`src/rtl/serial_subtractor_pkg.sv`:
```
// Shared FSM state encoding for the bit-serial subtractor.
package serial_subtractor_pkg;

    typedef enum logic [1:0] {
        S_IDLE  = 2'd0,
        S_SHIFT = 2'd1,
        S_DONE  = 2'd2
    } state_e;

endpackage

```
`src/rtl/serial_subtractor_full_subtractor.sv`:
```
// One-bit full subtractor: d = a - b - bin, with borrow out.
module full_subtractor (
    input  logic a,
    input  logic b,
    input  logic bin,
    output logic d,
    output logic bout
);

    assign d    = a ^ b ^ bin;
    assign bout = (~a & b) | (~(a ^ b) & bin);

endmodule

```
`src/rtl/serial_subtractor.sv`:
```
// Bit-serial two's-complement subtractor, diff = a - b - bin, LSB first.
// Optional signed-overflow output is enabled by defining SERIAL_SUB_OVF_EN.
module serial_subtractor
    import serial_subtractor_pkg::*;
#(
    parameter int WIDTH = 8
) (
    input  logic             clk,
    input  logic             rst,
    input  logic             start,
    input  logic [WIDTH-1:0] a,
    input  logic [WIDTH-1:0] b,
    input  logic             bin,
    output logic             busy,
    output logic             done,
    output logic [WIDTH-1:0] diff,
    output logic             bout
`ifdef SERIAL_SUB_OVF_EN
    ,
    output logic             ovf
`endif
);

    localparam int CNT_W = (WIDTH > 1) ? $clog2(WIDTH) : 1;

    state_e           state_q, state_d;
    logic [WIDTH-1:0] a_sr_q, a_sr_d;
    logic [WIDTH-1:0] b_sr_q, b_sr_d;
    logic [WIDTH-1:0] r_sr_q, r_sr_d;
    logic [WIDTH-1:0] diff_q, diff_d;
    logic [CNT_W-1:0] cnt_q, cnt_d;
    logic             br_q, br_d;
    logic             bout_q, bout_d;
    logic             busy_q, busy_d;
    logic             done_q, done_d;
    logic             fs_d, fs_bout;
    logic             accept, last;
`ifdef SERIAL_SUB_OVF_EN
    logic             a_msb_q, a_msb_d;
    logic             b_msb_q, b_msb_d;
    logic             ovf_q, ovf_d;
`endif

    full_subtractor u_fs (
        .a   (a_sr_q[0]),
        .b   (b_sr_q[0]),
        .bin (br_q),
        .d   (fs_d),
        .bout(fs_bout)
    );

    assign accept = start && (state_q != S_SHIFT);
    assign last   = (state_q == S_SHIFT) && (cnt_q == CNT_W'(WIDTH - 1));

    always_comb begin
        state_d = state_q;
        a_sr_d  = a_sr_q;
        b_sr_d  = b_sr_q;
        r_sr_d  = r_sr_q;
        diff_d  = diff_q;
        cnt_d   = cnt_q;
        br_d    = br_q;
        bout_d  = bout_q;
        busy_d  = busy_q;
        done_d  = done_q;
`ifdef SERIAL_SUB_OVF_EN
        a_msb_d = a_msb_q;
        b_msb_d = b_msb_q;
        ovf_d   = ovf_q;
`endif
        case (state_q)
            S_SHIFT: begin
                r_sr_d = {fs_d, r_sr_q[WIDTH-1:1]};
                a_sr_d = a_sr_q >> 1;
                b_sr_d = b_sr_q >> 1;
                br_d   = fs_bout;
                cnt_d  = cnt_q + 1'b1;
                // Final bit: publish the completed result alongside done.
                if (last) begin
                    state_d = S_DONE;
                    busy_d  = 1'b0;
                    done_d  = 1'b1;
                    diff_d  = {fs_d, r_sr_q[WIDTH-1:1]};
                    bout_d  = fs_bout;
`ifdef SERIAL_SUB_OVF_EN
                    ovf_d   = (a_msb_q != b_msb_q) && (fs_d != a_msb_q);
`endif
                end
            end
            S_DONE: begin
                state_d = S_IDLE;
                done_d  = 1'b0;
            end
            default: state_d = S_IDLE;
        endcase
        // A start in IDLE or DONE overrides the default transition.
        if (accept) begin
            state_d = S_SHIFT;
            busy_d  = 1'b1;
            done_d  = 1'b0;
            a_sr_d  = a;
            b_sr_d  = b;
            br_d    = bin;
            cnt_d   = '0;
`ifdef SERIAL_SUB_OVF_EN
            a_msb_d = a[WIDTH-1];
            b_msb_d = b[WIDTH-1];
`endif
        end
    end

    always_ff @(posedge clk) begin
        if (rst) begin
            state_q <= S_IDLE;
            a_sr_q  <= '0;
            b_sr_q  <= '0;
            r_sr_q  <= '0;
            diff_q  <= '0;
            cnt_q   <= '0;
            br_q    <= 1'b0;
            bout_q  <= 1'b0;
            busy_q  <= 1'b0;
            done_q  <= 1'b0;
`ifdef SERIAL_SUB_OVF_EN
            a_msb_q <= 1'b0;
            b_msb_q <= 1'b0;
            ovf_q   <= 1'b0;
`endif
        end else begin
            state_q <= state_d;
            a_sr_q  <= a_sr_d;
            b_sr_q  <= b_sr_d;
            r_sr_q  <= r_sr_d;
            diff_q  <= diff_d;
            cnt_q   <= cnt_d;
            br_q    <= br_d;
            bout_q  <= bout_d;
            busy_q  <= busy_d;
            done_q  <= done_d;
`ifdef SERIAL_SUB_OVF_EN
            a_msb_q <= a_msb_d;
            b_msb_q <= b_msb_d;
            ovf_q   <= ovf_d;
`endif
        end
    end

    assign busy = busy_q;
    assign done = done_q;
    assign diff = diff_q;
    assign bout = bout_q;
`ifdef SERIAL_SUB_OVF_EN
    assign ovf  = ovf_q;
`endif

endmodule

```
`config.mk`:
```
export PLATFORM = sky130hd
export DESIGN_NAME = serial_subtractor
export DESIGN_NICKNAME = d
export VERILOG_FILES = /design/src/rtl/serial_subtractor_pkg.sv /design/src/rtl/serial_subtractor_full_subtractor.sv /design/src/rtl/serial_subtractor.sv
export SDC_FILE = /design/constraint.sdc
export NUM_CORES = 1
export LEC_CHECK = 0
export CORE_MARGIN = 3
export CORE_UTILIZATION = 42
export CTS_BUF_LIST = sky130_fd_sc_hd__clkbuf_8
export DETAILED_ROUTE_END_ITERATION = 8
export PLACE_DENSITY = 0.69
export SETUP_SLACK_MARGIN = 0.1
export SYNTH_ARGS = -nofsm -noshare
export SYNTH_HDL_FRONTEND = slang
export SYNTH_SLANG_ARGS = --single-unit
```
`constraint.sdc`:
```
create_clock -name clk -period 1.25 [get_ports clk]
set_clock_uncertainty 0.05 [all_clocks]
set_input_delay 0.3125 -clock clk [delete_from_list [all_inputs] [get_ports clk]]
set_output_delay 0.3125 -clock clk [all_outputs]
set_load 0.03 [all_outputs]
```
==> results of run 1 <==
==> timing repair <==
item | CTS | global route
gates resized for setup | 20 | 25
setup endpoints to repair | 44 | 43
gates cloned | 1 | 2
buffers inserted | 3 | 4
pin swaps | 5 | 7
==> synthesized netlist by cell type <==
cell,count,area (µm²)
a211oi_1,14,105
a211oi_2,1,12.5
a21boi_0,1,7.51
a21oi_1,19,95.1
a221oi_2,1,15.0
a22oi_1,1,7.51
and2b_2,1,8.76
and3b_1,1,8.76
buf_2,3,15.0
buf_4,2,15.0
buf_6,3,33.8
buf_8,1,15.0
clkbuf_1,4,15.0
clkbuf_8,1,13.8
dfxtp_1,40,801
fa_1,1,20.0
ha_1,2,25.0
inv_1,2,7.51
mux2i_1,16,160
nand2_1,33,124
nand2b_1,1,6.26
nand2b_4,1,13.8
nand3b_1,4,30.0
nor2_1,19,71.3
nor3_1,2,10.0
o21a_1,1,7.51
o21ai_0,2,10.0
==> flip-flops by register name, indices dropped and copies added (netlist names) <==
| signal | flops |
|---|---|
| br_q | 1 |
| done | 1 |
| a_sr_q | 8 |
| cnt_q | 3 |
| r_sr_q | 7 |
| busy | 1 |
| bout | 1 |
| diff | 8 |
| b_sr_q | 8 |
| state_q | 2 |
==> routing by layer <==
metal | routed length [µm] | part of all wire, % | track usage, % | up-vias
met1 | 1700 | 43 | 19.7 | 670
met4 | 63 | 1.6 | 6.08 | 0
met3 | 153 | 3.9 | 4.54 | 7
met2 | 2040 | 52 | 31.3 | 28
li1 | - | - | - | 692
met5 | 0 | 0 | 0 | -
==> worst reg2reg max path, delay by kind of cell (launching register included) <==
kind	cells	cell delay, ps
AO/OA/AOI/OAI	1	180
adder cells (fa/ha/maj)	2	310
buffers and inverters	1	140
flip-flops	1	340
AND/OR/NAND/NOR	1	210
==> metrics by stage <==
step / setup TNS [ps] / util (%) / power [W] / std cells / instance area (µm²)
global route: -916 / 64.0 / 0.00270 / 269 / 2380
global placement: -5130 / 55.3 / 0.00171 / 252 / 2050
floorplan: 0 / - / 0.00160 / 177 / 1700
CTS: -117 / 60.0 / 0.00254 / 263 / 2230
finish: -231 / 64.0 / 0.00258 / 269 / 2380
detailed placement: -5950 / 55.3 / 0.00173 / 252 / 2050
==> worst max path at each step <==
stage                     startpoint        end  slack [ps]  depth (start not counted)
after floorplan             cnt_q[1]       bout          60                          6
after global placement         start  a_sr_q[0]        -260                          4
after detailed placement       start  b_sr_q[1]        -290                          4
after CTS                   cnt_q[0]       bout         -50                          5
after global routing        cnt_q[0]    diff[3]        -110                          6
final                       cnt_q[0]       bout         -50                          5
==> report_power, final <==
part	leakage, nW	switching, W	internal (W)	total, W
clock	0.0452	0.000423	0.000371	0.000794
combinational	0.563	0.000184	0.000233	0.000416
sequential	0.334	0.0000405	0.00133	0.00137
==> cells by family after synthesis <==
family / after synthesis
simple gates: 62
fa+ha+maj: 3
buf+inv: 16
flops: 40
compound gates: 40
mux: 16
==> area by class of cell <==
class,count,area [µm²]
tap,48,60.1
multi-input combinational,121,825
timing repair buffer,51,584
fill,301,1340
clock buffer,5,68.8
sequential,40,823
clock inverter,2,8.76
inverter,2,7.51
==> summary.md, run 1 <==
| Metric | Value |
|---|---|
| Outcome | `complete, but fails checks` |
| Failing checks | `negative setup slack` |
| CP arrival | `1460 ps` |
| Crit path cell chain | `ha_4 > ha_4 > and3b_2 > buf_6 > a211oi_2` |
| Drt pass-1 iters | `4` |
| Hold_buf cts | `0` |
| Vias | `1397` |
| Post-Syn Area | `1650 µm²` |
| Latest clock arrival within the worst-skew pair | `290 ps` |
| Critical path class | `flip-flop to flip-flop` |
| Post-place setup slack | `-293 ps` |
| CTS tree | `built` |
| Hpwl dp | `2580 µm` |
| Worst reg2reg setup slack | `-50 ps` |
| Share of layout cells above drive strength 1 | `34.8%` |
| Worst min path class | `flip-flop to flip-flop` |
| All-layer global routing usage | `17.4%` |
| PortBufs | `30` |
| Initial antenna violation count | `0` |
| Fin. max-slew vios | `0` |
| Post-Synthesis Cells | `177` |
| Die area | `4730 µm²` |
| Crit-path max FO | `6` |
| Pleak | `0.943 nW` |
| Routed WL per cell | `14.7 µm` |
| Io pins | `31` |
| Post-synthesis adder-cell area fraction | `2.72%` |
| WL final | `3960 µm` |
| Clock-pin slew on the worst setup and hold paths | `70 ps` |
| Setup-failing EPs final | `10` |
| Post-synthesis mux area share | `9.68%` |
| Hold Fails Final Rpt | `0` |
| Delay-heaviest family, CP | `flip-flops` |
| RSZ-0062 raised after global routing | `yes` |
| R2R cell count | `5` |
| Fmax | `768 MHz` |
| Worst r2r src | `cnt_q[0]` |
| VDD IR-drop max | `677 µV` |
| Most common cell on crit path | `ha_4` |
| Simple logic cell fraction of the synthesized area | `16.5%` |
| Yosys reg bits | `40` |
| Min cycle time layout | `1300 ps` |
| Die Wd | `68.8 µm` |
| CTS max path bufs | `2` |
| Num rows | `22` |
| Power Dens Cells | `1090 nW/µm²` |
| Crit share post-route | `104%` |
| Worst hold slack | `400 ps` |
| Final WS setup | `-51.9 ps` |
| Register area share after synthesis | `48.4%` |
| Vias in the first global route | `1368` |
| XOR/XNOR Fraction of Synth Area | `0%` |
| Crit. End Element | `flip-flop` |
| Global-route wire length before repair | `6070 µm` |
| Num CTS Buffers | `5` |
| Max-slew headroom | `84.9%` |
| Max_cap viols | `0` |
| Synthesis-to-layout area growth | `43.7%` |
| CP Buf/Inv Count | `1` |
| Gr ovfl total | `0` |
| Worst-Margin Slew | `220 ps` |
| Core box area | `3720 µm²` |
| Hold depth | `2` |
| Number of routed nets with antenna violations | `0` |
| Crit path max-delay cell type | `dfxtp_2` |
| Hold path startpoint | `r_sr_q[1]` |
| Sink Count | `40` |
| Hold-critical path endpoint | `diff[0]` |
| Largest net degree at the start of global routing | `27` |
| Syn_nets | `200` |
| Initial drt markers | `66` |
| Reg2reg end | `bout` |
| Largest family of logic cells by synthesized area | `simple AND/OR/NAND/NOR gates` |
| Placer Congestion | `0.728` |
| CP Data Required Time | `1410 ps` |
| Compound-Gate Fraction of Synth Area | `15.7%` |
| Initial core utilization | `44.5%` |
| Startpoint Class | `flip-flop` |
| Synthesized area per cell | `9.35 µm²` |
| Htree depth | `2` |
| Drt drc | `0` |
| DIE HEIGHT | `68.8 µm` |
| Final nets | `244` |
| Commonest non-fill, non-tap cells in the layout | `32 x nand2_1, 24 x dfxtp_1, 18 x nor2_1, 18 x clkdlybuf4s50_1, 17 x a21oi_1` |
| Crit-path max cell delay | `340 ps` |
| Netlist cell types | `27` |
| Commonest non-fill, non-tap cell in the layout | `nand2_1` |
| Via/cell ratio | `5.19` |
| Clk root buf | `clkbuf_8` |
| Ant diodes | `0` |
| Yosys warns | `0` |
Power figures use the tool's default switching activity.
==> inputs of run 2 (changes only) <==
--- a/config.mk
+++ b/config.mk
@@ -10,7 +10,6 @@
 export CTS_BUF_LIST = sky130_fd_sc_hd__clkbuf_8
 export DETAILED_ROUTE_END_ITERATION = 8
 export PLACE_DENSITY = 0.69
-export SETUP_SLACK_MARGIN = 0.1
 export SYNTH_ARGS = -nofsm -noshare
 export SYNTH_HDL_FRONTEND = slang
 export SYNTH_SLANG_ARGS = --single-unit
==> run 2 against run 1 <==
The run still ends with negative setup slack left. Count of clock-buffer cells in the layout up 1. Worst hold slack better by 8.2 ps. Combinational power down 15%. Die area unchanged. Critical path type unchanged. Largest power group unchanged. Highest routed layer unchanged.
==> summary.md, run 2 (synthesis gave the netlist of run 1 again) <==
| Metric | Value |
|---|---|
| Comb power frac | `13.8%` |
| Worst-Margin Slew | `289 ps` |
| Htree depth | `2` |
| Hpwl dp | `2300 µm` |
| Power Dens Cells | `1150 nW/µm²` |
| Wire length on met2 | `1910 µm` |
| Clk root buf | `clkbuf_8` |
| Setup-failing EPs final | `9` |
| Share of layout cells above drive strength 1 | `29.6%` |
| Io pins | `31` |
| Final nets | `238` |
| Synthesis-to-layout area growth | `36.2%` |
| Crit path cell chain | `ha_4 > ha_4 > and3b_2 > buf_6 > a211oi_2` |
| Crit share post-route | `105%` |
| Max-slew headroom | `80.7%` |
| Initial core utilization | `44.5%` |
| CP Data Required Time | `1410 ps` |
| Commonest non-fill, non-tap cells in the layout | `34 x dfxtp_1, 24 x nand2_1, 18 x nor2_1, 18 x clkdlybuf4s50_1, 18 x buf_4` |
| Initial antenna violation count | `0` |
| Sum of negative setup slack | `-379 ps` |
| Die Wd | `68.8 µm` |
| Routed length on met3 | `236 µm` |
| Most common cell on crit path | `ha_4` |
| Outcome | `complete, but fails checks` |
| Routed WL per cell | `14.0 µm` |
| Via/cell ratio | `5.25` |
| Vias | `1385` |
| Gr ovfl total | `0` |
| CTS tree | `built` |
| Failing checks | `negative setup slack` |
| Sw Pwr | `0.000620 W` |
| VDD IR-drop max | `711 µV` |
| Hold depth | `2` |
| Latest clock arrival within the worst-skew pair | `290 ps` |
| Drt pass-1 iters | `4` |
| Startpoint Class | `flip-flop` |
| Hold_buf cts | `0` |
| RSZ-0062 raised after global routing | `yes` |
| Num rows | `22` |
| Number of routed nets with antenna violations | `0` |
| Commonest non-fill, non-tap cell in the layout | `dfxtp_1` |
| Die area | `4730 µm²` |
| Share of power burned in registers | `53.2%` |
| Vias in the first global route | `1377` |
| Pleak | `0.892 nW` |
| All-layer global routing usage | `17.9%` |
| Max_cap viols | `0` |
| Drt drc | `0` |
| DR top layer | `met4` |
| Fill cells | `338` |
| Switching Fraction | `24.0%` |
| Placer Congestion | `0.710` |
| Final WS setup | `-65.0 ps` |
| Min cycle time layout | `1320 ps` |
| Hold Fails Final Rpt | `0` |
| Fmax | `760 MHz` |
| DIE HEIGHT | `68.8 µm` |
| WL final | `3690 µm` |
| CP arrival | `1470 ps` |
| Crit-path max FO | `3` |
| Worst min path class | `flip-flop to flip-flop` |
| Num CTS Buffers | `5` |
| Global-route wire length before repair | `6120 µm` |
| Post-Route M1 WL | `1480 µm` |
| Fin. max-slew vios | `0` |
| PortBufs | `30` |
| Clock power frac | `33.0%` |
| Crit. End Element | `flip-flop` |
| CTS max path bufs | `2` |
| R2R cell count | `5` |
| Crit-path max cell delay | `340 ps` |
| Initial drt markers | `58` |
| Core box area | `3720 µm²` |
| Internal power | `0.00196 W` |
| Largest net degree at the start of global routing | `41` |
| Ant diodes | `0` |
| Clock-pin slew on the worst setup and hold paths | `70 ps` |
| Sink Count | `40` |
| Final core utilization | `60.6%` |
| Crit path max-delay cell type | `dfxtp_2` |
| Critical path class | `flip-flop to flip-flop` |
[run 2: cell types whose count changed in the layout (fill, tap and decap cells not counted), moves of 6 or more]
cell	before	now
dfxtp_1	24	34
nand2_2	1	9
nand2_1	32	24
buf_4	12	18
buf_6	13	4
dfxtp_2	15	6
[run 2: worst max-delay path, delay by kind of cell, from the launching register on]
kind	cells	cell delay, ps
AND/OR/NAND/NOR	1	230
adder cells (fa/ha/maj)	2	310
AO/OA/AOI/OAI	1	180
flip-flops	1	340
buffers and inverters	1	130
[run 2: what timing repair did]
action / in CTS / in global routing
pin swaps: 10 / 3
resized for setup: 20 / 13
hold endpoints to repair: 0 / 0
setup endpoints to repair: 14 / 30
buffers inserted: 2 / 1
cloned: 1 / 0
[run 2: layout make-up]
cell class	instances	area (µm²)	share of cell area (%)
Clock inverter	2	7.51	0.333
Clock buffer	6	82.6	3.67
Tap cell	48	60.1	2.67
Sequential cell	40	808	35.9
Multi-Input combinational cell	121	825	36.6
Timing Repair Buffer	45	462	20.5
Inverter	2	7.51	0.333
[run 2: path summary, 6_finish.rpt]
path                            slack (ps)      end  startpoint
worst max register to register         -70     bout    cnt_q[1]
worst min register to register         410  diff[1]     diff[1]
worst max-delay path                   -70     bout    cnt_q[1]
worst min-delay path                   410  diff[1]     diff[1]
[run 2: power groups by stage]
stage | Sequential, W | Combinational (W) | Clock, W
2_1_floorplan | 0.00139 | 0.000199 | 0
3_3_place_gp | 0.00139 | 0.000301 | 0
3_5_place_dp | 0.00140 | 0.000311 | 0
4_1_cts | 0.00137 | 0.000340 | 0.000868
5_1_grt | 0.00138 | 0.000389 | 0.000932
6_report | 0.00137 | 0.000355 | 0.000851
[run 2: per-layer routing]
metal / vias to the layer above / global-route usage (%)
li1: 682 / -
met1: 654 / 18.1
met2: 40 / 33.1
met3: 9 / 6.00
met4: 0 / 7.79
met5: - / 0
[run 2: metrics by stage]
step	worst slack (ps)	hold slack (ps)	total power (W)	cell area, µm²	cells
after floorplan	7.51	382	0.00159	1670	177
after global placement	-256	392	0.00169	2010	252
after detailed placement	-298	399	0.00171	2010	252
after CTS	-34.0	409	0.00258	2210	263
after global routing	-103	434	0.00270	2250	264
final	-65.0	409	0.00258	2250	264
==> inputs of run 3 (changes only) <==
--- a/config.mk
+++ b/config.mk
@@ -5,6 +5,7 @@
 export SDC_FILE = /design/constraint.sdc
 export NUM_CORES = 1
 export LEC_CHECK = 0
+export CAP_MARGIN = 20
 export CORE_MARGIN = 3
 export CORE_UTILIZATION = 42
 export CTS_BUF_LIST = sky130_fd_sc_hd__clkbuf_8
==> results of run 3 <==
Same layout as run 2: the final DEF is identical, and so are final timing and power.
